**config.mk**
```make
export PLATFORM = sky130hd
export DESIGN_NAME = ps2_host_tx
export DESIGN_NICKNAME = d
export VERILOG_FILES = /design/src/rtl/ps2_pkg.sv /design/src/rtl/ps2_line_sync.sv /design/src/rtl/ps2_host_tx.sv
export SDC_FILE = /design/constraint.sdc
export NUM_CORES = 1
export LEC_CHECK = 0
export ABC_CLOCK_PERIOD_IN_PS = 1900
export CAP_MARGIN = 25
export CORE_MARGIN = 2
export CORE_UTILIZATION = 55
export CTS_BUF_LIST = sky130_fd_sc_hd__clkbuf_4 sky130_fd_sc_hd__clkbuf_8
export DETAILED_ROUTE_END_ITERATION = 6
export PLACE_DENSITY = 0.75
export SYNTH_ARGS = -nofsm -noshare
export SYNTH_HDL_FRONTEND = slang
export SYNTH_SLANG_ARGS = --single-unit
```
**constraint.sdc**
```tcl
create_clock -name CLK -period 1.9 [get_ports CLK]
set_clock_uncertainty 0.1 [all_clocks]
set_input_delay 0.19 -clock CLK [delete_from_list [all_inputs] [get_ports CLK]]
set_output_delay 0.19 -clock CLK [all_outputs]
set_load 0.01 [all_outputs]
```
**src/rtl/ps2_pkg.sv**
```systemverilog
// Shared PS/2 definitions: transmitter state encoding, command bytes and default timing.
package ps2_pkg;

  typedef enum logic [2:0] {
    ST_IDLE,
    ST_INHIBIT,
    ST_REQ,
    ST_SHIFT,
    ST_ACK,
    ST_WAIT_IDLE
  } ps2_tx_state_t;

  localparam logic [7:0] PS2_CMD_SET_LED = 8'hED;
  localparam logic [7:0] PS2_CMD_ENABLE  = 8'hF4;
  localparam logic [7:0] PS2_CMD_RESET   = 8'hFF;
  localparam logic [7:0] PS2_RSP_ACK     = 8'hFA;

  // 100 us inhibit and 20 ms stall limit at 50 MHz
  localparam int PS2_INHIBIT_CYCLES = 5000;
  localparam int PS2_TIMEOUT_CYCLES = 1_000_000;
  localparam int PS2_CNT_W          = 20;

  // Shift order after the start bit: d0..d7, odd parity, stop.
  function automatic logic [9:0] ps2_tx_frame(input logic [7:0] data);
    return {1'b1, ~^data, data};
  endfunction

endpackage

```
**src/rtl/ps2_line_sync.sv**
```systemverilog
// Two-flop synchronizers for the PS/2 clock and data pins plus a registered
// falling-edge pulse on the clock (3 CLK cycles from pin to pulse).
module ps2_line_sync (
  input  logic CLK,
  input  logic RST,
  input  logic ps2c_in,
  input  logic ps2d_in,
  output logic ps2c_sync,
  output logic ps2d_sync,
  output logic ps2c_fall
);

  logic [1:0] c_pipe_reg;
  logic [1:0] d_pipe_reg;
  logic       c_prev_reg;
  logic       fall_reg;

  // Idle bus level is high, so reset to 1 to avoid a spurious edge.
  always_ff @(posedge CLK) begin
    if (RST) begin
      c_pipe_reg <= 2'b11;
      d_pipe_reg <= 2'b11;
      c_prev_reg <= 1'b1;
      fall_reg   <= 1'b0;
    end else begin
      c_pipe_reg <= {c_pipe_reg[0], ps2c_in};
      d_pipe_reg <= {d_pipe_reg[0], ps2d_in};
      c_prev_reg <= c_pipe_reg[1];
      fall_reg   <= c_prev_reg & ~c_pipe_reg[1];
    end
  end

  assign ps2c_sync = c_pipe_reg[1];
  assign ps2d_sync = d_pipe_reg[1];
  assign ps2c_fall = fall_reg;

endmodule

```
**src/rtl/ps2_host_tx.sv**
```systemverilog
// PS/2 host-to-device command transmitter: clock inhibit, request, shift, ACK check.
// Optional macro PS2_TX_RETRY_EN: resend up to 2 extra times on NACK or timeout.
module ps2_host_tx
  import ps2_pkg::*;
#(
  parameter int INHIBIT_CYCLES = PS2_INHIBIT_CYCLES,
  parameter int TIMEOUT_CYCLES = PS2_TIMEOUT_CYCLES,
  parameter int CNT_W          = PS2_CNT_W
) (
  input  logic       CLK,
  input  logic       RST,
  input  logic [7:0] tx_data,
  input  logic       tx_start,
  output logic       tx_busy,
  output logic       tx_done,
  output logic       tx_ack_err,
  output logic       tx_timeout,
  input  logic       ps2c_in,
  input  logic       ps2d_in,
  output logic       ps2c_drive_low,
  output logic       ps2d_drive_low
);

  localparam logic [CNT_W-1:0] INHIBIT_LAST = CNT_W'(INHIBIT_CYCLES - 1);
  localparam logic [CNT_W-1:0] TIMEOUT_LAST = CNT_W'(TIMEOUT_CYCLES - 1);

  ps2_tx_state_t    state_reg, state_next;
  logic [CNT_W-1:0] cnt_reg, cnt_next;
  logic [9:0]       shreg_reg, shreg_next;
  logic [3:0]       idx_reg, idx_next;
  logic             nack_reg, nack_next;
  logic             c_low_reg, c_low_next;
  logic             d_low_reg, d_low_next;
  logic             done_reg, done_next;
  logic             err_reg, err_next;
  logic             to_reg, to_next;
  logic             ps2c_sync, ps2d_sync, ps2c_fall;
  logic             timed_out, fail, fail_timeout;
`ifdef PS2_TX_RETRY_EN
  logic [1:0]       retry_reg, retry_next;
`endif

  ps2_line_sync u_sync (
    .CLK       (CLK),
    .RST       (RST),
    .ps2c_in   (ps2c_in),
    .ps2d_in   (ps2d_in),
    .ps2c_sync (ps2c_sync),
    .ps2d_sync (ps2d_sync),
    .ps2c_fall (ps2c_fall)
  );

  assign timed_out = (cnt_reg == TIMEOUT_LAST);

  always_ff @(posedge CLK) begin
    if (RST) begin
      state_reg <= ST_IDLE;
      cnt_reg   <= '0;
      shreg_reg <= '0;
      idx_reg   <= '0;
      nack_reg  <= 1'b0;
      c_low_reg <= 1'b0;
      d_low_reg <= 1'b0;
      done_reg  <= 1'b0;
      err_reg   <= 1'b0;
      to_reg    <= 1'b0;
`ifdef PS2_TX_RETRY_EN
      retry_reg <= '0;
`endif
    end else begin
      state_reg <= state_next;
      cnt_reg   <= cnt_next;
      shreg_reg <= shreg_next;
      idx_reg   <= idx_next;
      nack_reg  <= nack_next;
      c_low_reg <= c_low_next;
      d_low_reg <= d_low_next;
      done_reg  <= done_next;
      err_reg   <= err_next;
      to_reg    <= to_next;
`ifdef PS2_TX_RETRY_EN
      retry_reg <= retry_next;
`endif
    end
  end

  always_comb begin
    state_next   = state_reg;
    cnt_next     = (cnt_reg == '1) ? cnt_reg : cnt_reg + 1'b1;
    shreg_next   = shreg_reg;
    idx_next     = idx_reg;
    nack_next    = nack_reg;
    c_low_next   = c_low_reg;
    d_low_next   = d_low_reg;
    done_next    = 1'b0;
    err_next     = 1'b0;
    to_next      = 1'b0;
    fail         = 1'b0;
    fail_timeout = 1'b0;
`ifdef PS2_TX_RETRY_EN
    retry_next   = retry_reg;
`endif

    case (state_reg)
      ST_IDLE: begin
        c_low_next = 1'b0;
        d_low_next = 1'b0;
        if (tx_start) begin
          shreg_next = ps2_tx_frame(tx_data);
          cnt_next   = '0;
          c_low_next = 1'b1;
          nack_next  = 1'b0;
          state_next = ST_INHIBIT;
`ifdef PS2_TX_RETRY_EN
          retry_next = '0;
`endif
        end
      end
      ST_INHIBIT: begin
        c_low_next = 1'b1;
        if (cnt_reg == INHIBIT_LAST) begin
          d_low_next = 1'b1;
          state_next = ST_REQ;
        end
      end
      ST_REQ: begin
        cnt_next   = '0;
        c_low_next = 1'b0;
        idx_next   = '0;
        state_next = ST_SHIFT;
      end
      ST_SHIFT: begin
        if (ps2c_fall) begin
          cnt_next   = '0;
          d_low_next = ~shreg_reg[idx_reg];
          idx_next   = idx_reg + 1'b1;
          if (idx_reg == 4'd9) state_next = ST_ACK;
        end else if (timed_out) begin
          fail         = 1'b1;
          fail_timeout = 1'b1;
        end
      end
      ST_ACK: begin
        d_low_next = 1'b0;
        if (ps2c_fall) begin
          cnt_next   = '0;
          nack_next  = ps2d_sync;
          state_next = ST_WAIT_IDLE;
        end else if (timed_out) begin
          fail         = 1'b1;
          fail_timeout = 1'b1;
        end
      end
      ST_WAIT_IDLE: begin
        c_low_next = 1'b0;
        d_low_next = 1'b0;
        if (ps2c_sync && ps2d_sync) begin
          if (nack_reg) begin
            fail = 1'b1;
          end else begin
            done_next  = 1'b1;
            state_next = ST_IDLE;
          end
        end else if (timed_out) begin
          fail         = 1'b1;
          fail_timeout = 1'b1;
        end
      end
      default: state_next = ST_IDLE;
    endcase

    // Failure either restarts the frame from the inhibit phase or ends it.
    if (fail) begin
`ifdef PS2_TX_RETRY_EN
      if (retry_reg != 2'd2) begin
        retry_next = retry_reg + 1'b1;
        cnt_next   = '0;
        c_low_next = 1'b1;
        d_low_next = 1'b0;
        state_next = ST_INHIBIT;
      end else begin
        c_low_next = 1'b0;
        d_low_next = 1'b0;
        err_next   = ~fail_timeout;
        to_next    = fail_timeout;
        state_next = ST_IDLE;
      end
`else
      c_low_next = 1'b0;
      d_low_next = 1'b0;
      err_next   = ~fail_timeout;
      to_next    = fail_timeout;
      state_next = ST_IDLE;
`endif
    end
  end

  assign tx_busy        = (state_reg != ST_IDLE);
  assign tx_done        = done_reg;
  assign tx_ack_err     = err_reg;
  assign tx_timeout     = to_reg;
  assign ps2c_drive_low = c_low_reg;
  assign ps2d_drive_low = d_low_reg;

endmodule
```
### After elaboration in Yosys (flattened, before gate mapping)

Index checks and enable logic that the tools add are counted.

| storage, ports and cells | value |
|---|---|
| bits in registers | 49 |
| input bits | 13 |
| output and inout bits | 6 |
| logic and storage cells | 91 |

| operators by class | value |
|---|---|
| add/sub/neg operators | 2 |
| $lt $le $gt $ge | 1 |
| eq/ne operators | 16 |
| multiplexer cells | 32 |
| bitwise logic cells | 7 |
| reductions and logical operators | 19 |

Operators by type and width:

| operator | count |
|---|---|
| $mux 20 | 3 |
| $pmux 20 s3 | 1 |
| $eq 20x20->1 const B | 2 |
| $mux 3 | 7 |
| $add 20x1->20 const B | 1 |
| $eq 20x13->1 const B | 1 |
| $pmux 3 s6 | 1 |
| $mux 1 | 12 |
| $ne 2x2->1 const B | 5 |
| $reduce_bool 3->1 | 3 |
| $pmux 4 s2 | 1 |
| $reduce_or 2->1 | 4 |
| $reduce_xnor 8->1 | 1 |
| $reduce_and 7->1 | 1 |
| $eq 3x2->1 const B | 2 |
| $eq 3x3->1 const B | 2 |
| $not 1->1 | 6 |
| $pmux 1 s2 | 3 |
| $pmux 1 s3 | 2 |
| $reduce_and 3->1 | 2 |
| $reduce_or 3->1 | 2 |
| $lt 4x5->1 const B | 1 |
| $add 4x1->4 const B | 1 |
| $bmux 1 s4 | 1 |
| other kinds (9) | 12 |

### Longest topological paths before layout

Gate-level depths: netlist of the first run.

| depth | value |
|---|---|
| word-level depth | 6 |
| depth in mapped cells | 8 |
| depth with buffers taken out | 7 |

### By module

From an unflattened synthesis of the first run, not the netlist that was laid out.

| unflattened totals | value |
|---|---|
| cells, all modules | 291 |
| area, all modules | 2,522.4 µm² |

By module, submodules not included:

| module | instances | cells an instance | area each (µm²) | sequential area each (µm²) |
|---|---|---|---|---|
| ps2_host_tx | 1 | 279 | 2,363.5 | 860.8 |
| ps2_line_sync | 1 | 12 | 158.9 | 120.1 |

### Least setup slack after synthesis of the first run

Ideal clock, no wire load.

| timing path | value |
|---|---|
| path kind | reg-to-reg |
| from | register cnt_reg[0] |
| to | register cnt_reg[7] |
| library setup time | 0.118 ns |
| arrival | 1.554 ns |
| data required time | 1.682 ns |
| path slack | 0.128 ns |
| cell stages (with the launch flop) | 7 |
| buffers on the path | 0 |
| clock period less this slack | 1.772 ns |
| path through | dfxtp_1 > ha_1 > and4_1 > nand3_1 > o31ai_2 > or2_2 > a21oi_1 |

| on the way | value |
|---|---|
| longest elaborated chain between the ends | 4 |
| elaborated cells on any way between the ends | 6 |
| classes of those cells | add/sub (1); eq/ne (1); mux (4) |

Ends and longest elaborated chain:

| what | RTL line | RTL |
|---|---|---|
| from (decl) | ps2_host_tx.sv:28 | `logic [CNT_W-1:0] cnt_reg, cnt_next;` |
| from (signal assigned) | ps2_host_tx.sv:72 | `cnt_reg <= cnt_next;` |
| $add 20x1->20 or $eq 20x20->1 (tied branches) | ps2_host_tx.sv:89 | `cnt_next = (cnt_reg == '1) ? cnt_reg : cnt_reg + 1'b1;` |
| $mux 20 * | ps2_host_tx.sv:89 |  |
| $mux 20, on equally long branches | ps2_host_tx.sv:133, ps2_host_tx.sv:145, ps2_host_tx.sv:108 |  |
| $pmux 20 s3 * | ps2_host_tx.sv:104 | `case (state_reg)` |

Every way passes the cells marked *; elsewhere a longest branch is shown, timed or not.
A chain may end at the register's enable or synchronous reset.

### Final worst setup path of the first run

| timing path | value |
|---|---|
| from | register cnt_reg[10] |
| to | register d_low_reg (netlist: ps2d_drive_low) |

| on the way | value |
|---|---|
| longest elaborated chain between the ends | 5 |
| elaborated cells on any way between the ends | 9 |
| classes of those cells | eq/ne (3); mux (4); reduce/logical (2) |

Ends and longest elaborated chain:

| what | RTL line | RTL |
|---|---|---|
| $eq 20x20->1 | ps2_host_tx.sv:53 | `assign timed_out = (cnt_reg == TIMEOUT_LAST);` |
| $mux 1 | ps2_host_tx.sv:138, ps2_host_tx.sv:149, ps2_host_tx.sv:164 |  |
| $mux 1, on equally long branches | ps2_host_tx.sv:157, ps2_host_tx.sv:145 |  |
| $pmux 1 s2 | ps2_host_tx.sv:104 |  |
| $reduce_or 2->1 (no line) | - |  |
| to (signal assigned) | ps2_host_tx.sv:77 | `d_low_reg <= d_low_next;` |
| to (decl) | ps2_host_tx.sv:33 | `logic d_low_reg, d_low_next;` |

Several ways; a longest one is shown, not always the timed one.

==> out/qor.yml, run 1 <==
dpl.hpwl_um: 3908
area_delta_synth_final_pct: 22.33
largest_reg_flops: 20
ctsHtreeMaxLevel: 2
clock-sinks: 49
core-area_sq_um: 4354
peakVddDrop_mv: 0.4976
place_congestion: 0.8767
fin_crit_ns: 1.840
overflow: 0
rsz0062_at_grt: "true"
timing.final.crit_share_pct: 96.86
dr.pass1.iters: 4
ys.warnings.count: 0
drv_cap: 0
track_usage_pct: 24.00
yosysUniqueCellTypes: 58
regToRegSetupSlack_ns: 0.06
initialDrtViolationCount: 249
ant_nets: 0
p_leak_nw: 1.124
grt_pass1_vias: 2037
crit_arrival_ns: 1.95
worstPathRequired_ns: 2.01
grt_pass1_wl_um: 9708
drt-total-wl_um: 5524
die_x_um: 71.10
sw_frac_of_total_pct: 22.91
layout_common_cells: "nand2_1 (45), dfxtp_1 (45), buf_4 (31)"
cts-buffers-inserted: 5
synth_edf_count: 0
synth_seq_cells: 49
fp-row-count: 24
sequentialPowerShare_pct: 52.3
drv_slew: 0
io_buffers: 18
vias: 2221
layout_setup_ws_ns: 0.05957
hold_violations: 0
p_comb_share_pct: 9.3
setup_violations: 0
via_per_inst: 5.695
syn_avg_cell_area_sq_um: 8.365
slew_headroom_pct: 72.66
synth_area_sq_um: 2476
syn_inst: 296
outcome: "complete, no violations"
crit_type: "reg2reg"
drcViolationCount: 0
final_nets: 353
wl_per_cell_um: 14.16
synth_nets: 312
ys_seq_area_share_pct: 39.62
dp_slack_ns: 0.06144
drive_gt1_share_pct: 20.12
die_h_um: 71.10
timing.fmax_mhz: 543.4
die-area_sq_um: 5055
cts_tree: "built"
hp-class: "reg2reg"
synth_async_sr_flop_share_pct: 0
crit_path_max_fanout: 3
antenna_found_initial: 0
cts.clk_slew.worst_paths_ns: 0.09
io_pins: 19
start_util_pct: 56.87
power_density_nw_per_um2: 675.7
clockRootBuffer: "clkbuf_8"
dpl_cell_area_sq_um: 2875
cp-end-kind: "flip-flop"
clock_latency_ns: 0.30
clockPowerShare_pct: 38.4
fin_area_sq_um: 3029
power_switching_mw: 0.4689
ys.flop_type: "dfxtp_1"
grt_max_degree: 25
clk_path_buf_depth: 2
tightestPinTransition_ns: 0.4090
dp_cells: 381
start_kind: "flip-flop"
finalNonFillerCells: 390
whs_ns: 0.3159
power.internal_mw: 1.578
antenna_cells: 0
[synthesized netlist by cell type (all sizes together) (2+ instances only)]
cell      n  share of area, %
or3       5               1.5
and2      2              0.51
nor2     22               3.3
buf       7               1.6
a31oi     5               1.3
mux2i     2              0.81
nand2    45               6.8
nor3     13               3.9
a21oi    25               5.1
a211oi    4               1.2
a21o      2              0.61
nand4     5               1.3
nand2b    5               1.3
o211ai    3               1.1
nand4b    2              0.71
clkbuf    8               1.3
xor2      6               2.1
or4       2              0.61
inv       7               1.1
dfxtp    49                40
nor4      3              0.76
nor2b     4               1.0
o31ai     3               1.3
o21ai     8               1.6
nor3b     3              0.91
ha        3               1.5
and3      4               1.0
or2       7               1.8
nand3    11               2.2
a2111oi   3               1.6
xnor2    10               3.5
[critical path, cell delays in order, from the launching register on]
cell	delay [ns]
dfxtp_1	0.33
or4_4	0.55
nor2_4	0.12
nand4_1	0.23
a2111oi_2	0.41
[routing by layer]
layer / global-route usage, % / vias up / wire length (um)
met2: 35.72 / 59 / 2442
met5: 0 / - / 0
met3: 4.701 / 6 / 307
met1: 35.33 / 1018 / 2707
li1: - / 1138 / -
met4: 7.128 / 0 / 66
[final timing paths]
check | startpoint | end | depth (start not counted)
worst max-delay path | cnt_reg[10] | ps2d_drive_low | 4
worst min-delay path | u_sync.d_pipe_reg[0] | u_sync.d_pipe_reg[1] | 1
worst max register to register | cnt_reg[10] | ps2d_drive_low | 4
worst min register to register | u_sync.d_pipe_reg[0] | u_sync.d_pipe_reg[1] | 1
[power by group through the flow]
stage	logic, mW	clock network, mW	registers [mW]
finish	0.189	0.786	1.07
global route	0.210	0.833	1.07
CTS	0.190	0.800	1.07
detailed placement	0.188	0	1.09
global placement	0.185	0	1.09
floorplan	0.117	0	1.09
[cells by family (layout without fill, tap and decap cells)]
group	count (synthesis)	after routing	share of synthesized area, %
xor+xnor	16	16	5.659
compound gates	64	64	17.64
fa+ha+maj	3	3	1.516
simple gates	138	138	29.46
buf+inv	22	64	3.941
flops	49	49	39.62
mux	4	4	2.173
[final cells by class]
type	count	area (sq um)
Sequential cell	49	985.9
Multi-Input combinational cell	225	1420
Clock buffer	6	82.58
Clock inverter	2	37.54
Timing Repair Buffer	49	411.6
Fill cell	362	1325
Tap cell	52	65.06
Inverter	7	26.28
[timing repair]
item                       CTS  global route
hold buffers                 0             0
gates resized for setup      2             9
setup endpoints to repair    1            10
buffers inserted             0             1
pin swaps                    0             2
[metrics by stage]
| step | total power [mW] | setup TNS [ns] | utilization (%) |
|---|---|---|---|
| floorplan | 1.206 | 0 | - |
| global placement | 1.278 | 0 | 66.03 |
| detailed placement | 1.283 | 0 | 66.03 |
| CTS | 2.061 | 0 | 68.79 |
| global route | 2.117 | -0.02779 | 69.57 |
| finish | 2.047 | 0 | 69.57 |
Power figures use the tool's default switching activity.
==> run 2, diff against run 1 <==
CORE_MARGIN = not set   (was 2)
PLACE_DENSITY = 0.76   (was 0.75)
==> run 2 against run 1 <==
  * First-iteration DRC count decreased by 52%
  * Sequential share of layout area increased by 0.91 points
  * Largest power group unchanged
  * Critical path depth increased by 1
  * Clock-buffer cell count unchanged
==> out/qor.yml, run 2 (synthesized netlist as in run 1, its figures left out) <==
outcome: "complete, no violations"
tightestPinTransition_ns: 0.4234  # +0.01440 ns
mostFrequentLayoutCell: "dfxtp_1"
cts_tree: "built"
clockRootBuffer: "clkbuf_8"
start_util_pct: 56.87  # unchanged
start_kind: "flip-flop"
crit_arrival_ns: 1.90  # -0.05 ns
largest_reg_flops: 20  # unchanged
power_density_nw_per_um2: 646.6  # -4.3%
clock_latency_ns: 0.31  # about the same
drv_slew: 0  # unchanged
hold_depth: 2  # +1
hp-class: "reg2reg"
final_util_pct: 67.76  # -1.8 points
reg2reg_depth: 5  # +1
ctsHtreeMaxLevel: 2  # unchanged
holdCritStartpoint: "u_sync.c_prev_reg"
fin_crit_ns: 1.803  # -0.03725 ns
area_delta_synth_final_pct: 19.15
r2r-start: "cnt_reg[8]"
p_leak_nw: 1.089  # -3.1%
busiest_layer: "met2"
cp-end-kind: "flip-flop"
final_nets: 348  # -1.4%
clk_path_buf_depth: 2  # unchanged
regToRegSetupSlack_ns: 0.1  # +0.04 ns
die-area_sq_um: 4774  # -5.5%
slowest_delay_ns: 0.46  # -0.09 ns
timing.final.crit_share_pct: 94.90  # -2.0 points
dpl.hpwl_um: 4028  # +3.1%
die_x_um: 69.10  # -2.8%
globalRouteMet2Util_pct: 36.79  # +1.1 points
dp_cells: 372  # -2.4%
slew_headroom_pct: 71.51  # -1.2 points
cp_top_family: "simple AND/OR/NAND/NOR gates"
cts.clk_slew.worst_paths_ns: 0.10  # about the same
timing.fmax_mhz: 554.6  # +2.1%
r2r-end: "cnt_reg[7]"
drive_gt1_share_pct: 17.72  # -2.4 points
clock-sinks: 49  # unchanged
antenna_cells: 0  # unchanged
overflow: 0  # unchanged
cp_slowest_cell: "or3_4"
cts-buffers-inserted: 5  # unchanged
core-area_sq_um: 4354  # unchanged
track_usage_pct: 24.50  # +0.50 points
use_met1_pct: 34.07  # -1.3 points
die_h_um: 69.10  # -2.8%
crit_type: "reg2reg"
min_to: "u_sync.ps2c_fall"
io_pins: 19  # unchanged
layout_common_cells: "dfxtp_1 (46), nand2_1 (44), buf_4 (26)"
ant_nets: 0  # unchanged
io_buffers: 18  # unchanged
power_mw: 1.908  # -6.8%
drt-total-wl_um: 5577  # +0.96%
initialDrtViolationCount: 119  # -52%
setup_violations: 0  # unchanged
grt_max_degree: 25  # unchanged
crit_path_max_fanout: 5  # +2
hold_violations: 0  # unchanged
worstPathRequired_ns: 2.00  # about the same
finalNonFillerCells: 385  # -1.3%
place_congestion: 0.8968  # +2.3%
fp-row-count: 24  # unchanged
ctsHoldBuffers: 0  # unchanged
critical_path_buf_inv_count: 0  # unchanged
met3_usage_pct: 5.556  # +0.85 points
crit_chain: "nand2_2, or3_4, o31ai_2, or2_2, a21oi_1"
wl_per_cell_um: 14.49  # +2.3%
antenna_found_initial: 0  # unchanged
dr.pass1.iters: 4  # unchanged
drcViolationCount: 0  # unchanged
drv_cap: 0  # unchanged
whs_ns: 0.3049  # -0.01092 ns
peakVddDrop_mv: 0.4368  # -12%
via_per_inst: 5.839  # +2.5%
n_fill_cell: 367  # +1.4%
grt_pass1_vias: 2072  # +1.7%
vias: 2248  # +1.2%
grt_pass1_wl_um: 9494  # -2.2%
rsz0062_at_grt: "true"
==> run 2: repair_timing <==
item,in CTS,in global routing
resized for setup,3,4
buffers inserted,0,5
setup endpoints to repair,1,10
pin swaps,0,2
==> run 2: how the worst max path moves through the flow <==
stage	start	endpoint	slack, ns	cells after the start
final	cnt_reg[8]	cnt_reg[7]	0.1	5
after global routing	cnt_reg[10]	ps2d_drive_low	-0.009	4
after CTS	cnt_reg[8]	cnt_reg[7]	0.07	5
after detailed placement	cnt_reg[8]	cnt_reg[7]	0.08	5
after global placement	cnt_reg[8]	cnt_reg[7]	0.11	5
after floorplan	cnt_reg[0]	cnt_reg[7]	0.13	6
==> run 2: area by class of cell <==
class / instances / area, sq um / share of cell area [%]
Inverter: 7 / 26.28 / 0.8906
Clock inverter: 2 / 13.76 / 0.4665
Multi-Input combinational cell: 225 / 1401 / 47.50
Tap cell: 52 / 65.06 / 2.205
Timing Repair Buffer: 44 / 374.1 / 12.68
Clock buffer: 6 / 82.58 / 2.799
Sequential cell: 49 / 987.2 / 33.46
==> run 2: report_power, final <==
group          leakage, nW  switching [mW]  internal (mW)
Clock               0.0512           0.355          0.296
Combinational        0.638          0.0894         0.0937
Sequential           0.400          0.0207           1.05
Total                 1.09           0.465           1.44
==> run 2: worst reg2reg max path, cell delays in order (launching register included) <==
cell and delay [ns]:
dfxtp_1 0.40, nand2_2 0.13, or3_4 0.46, o31ai_2 0.37, or2_2 0.18, a21oi_1 0.06
==> run 2: layer usage <==
| layer | up-vias | routed length [um] |
|---|---|---|
| li1 | 1132 | - |
| met5 | - | 0 |
| met1 | 1049 | 2759 |
| met2 | 55 | 2466 |
| met3 | 12 | 232 |
| met4 | 0 | 118 |
==> run 2: per-stage QoR <==
stage	area [sq um]	setup TNS, ns	worst slack, ns
3_3_place_gp	2808	0	0.1067
4_1_cts	2907	0	0.06628
5_1_grt	2950	-0.009244	-0.009244
2_1_floorplan	2476	0	0.1279
3_5_place_dp	2808	0	0.07983
6_report	2950	0	0.09682
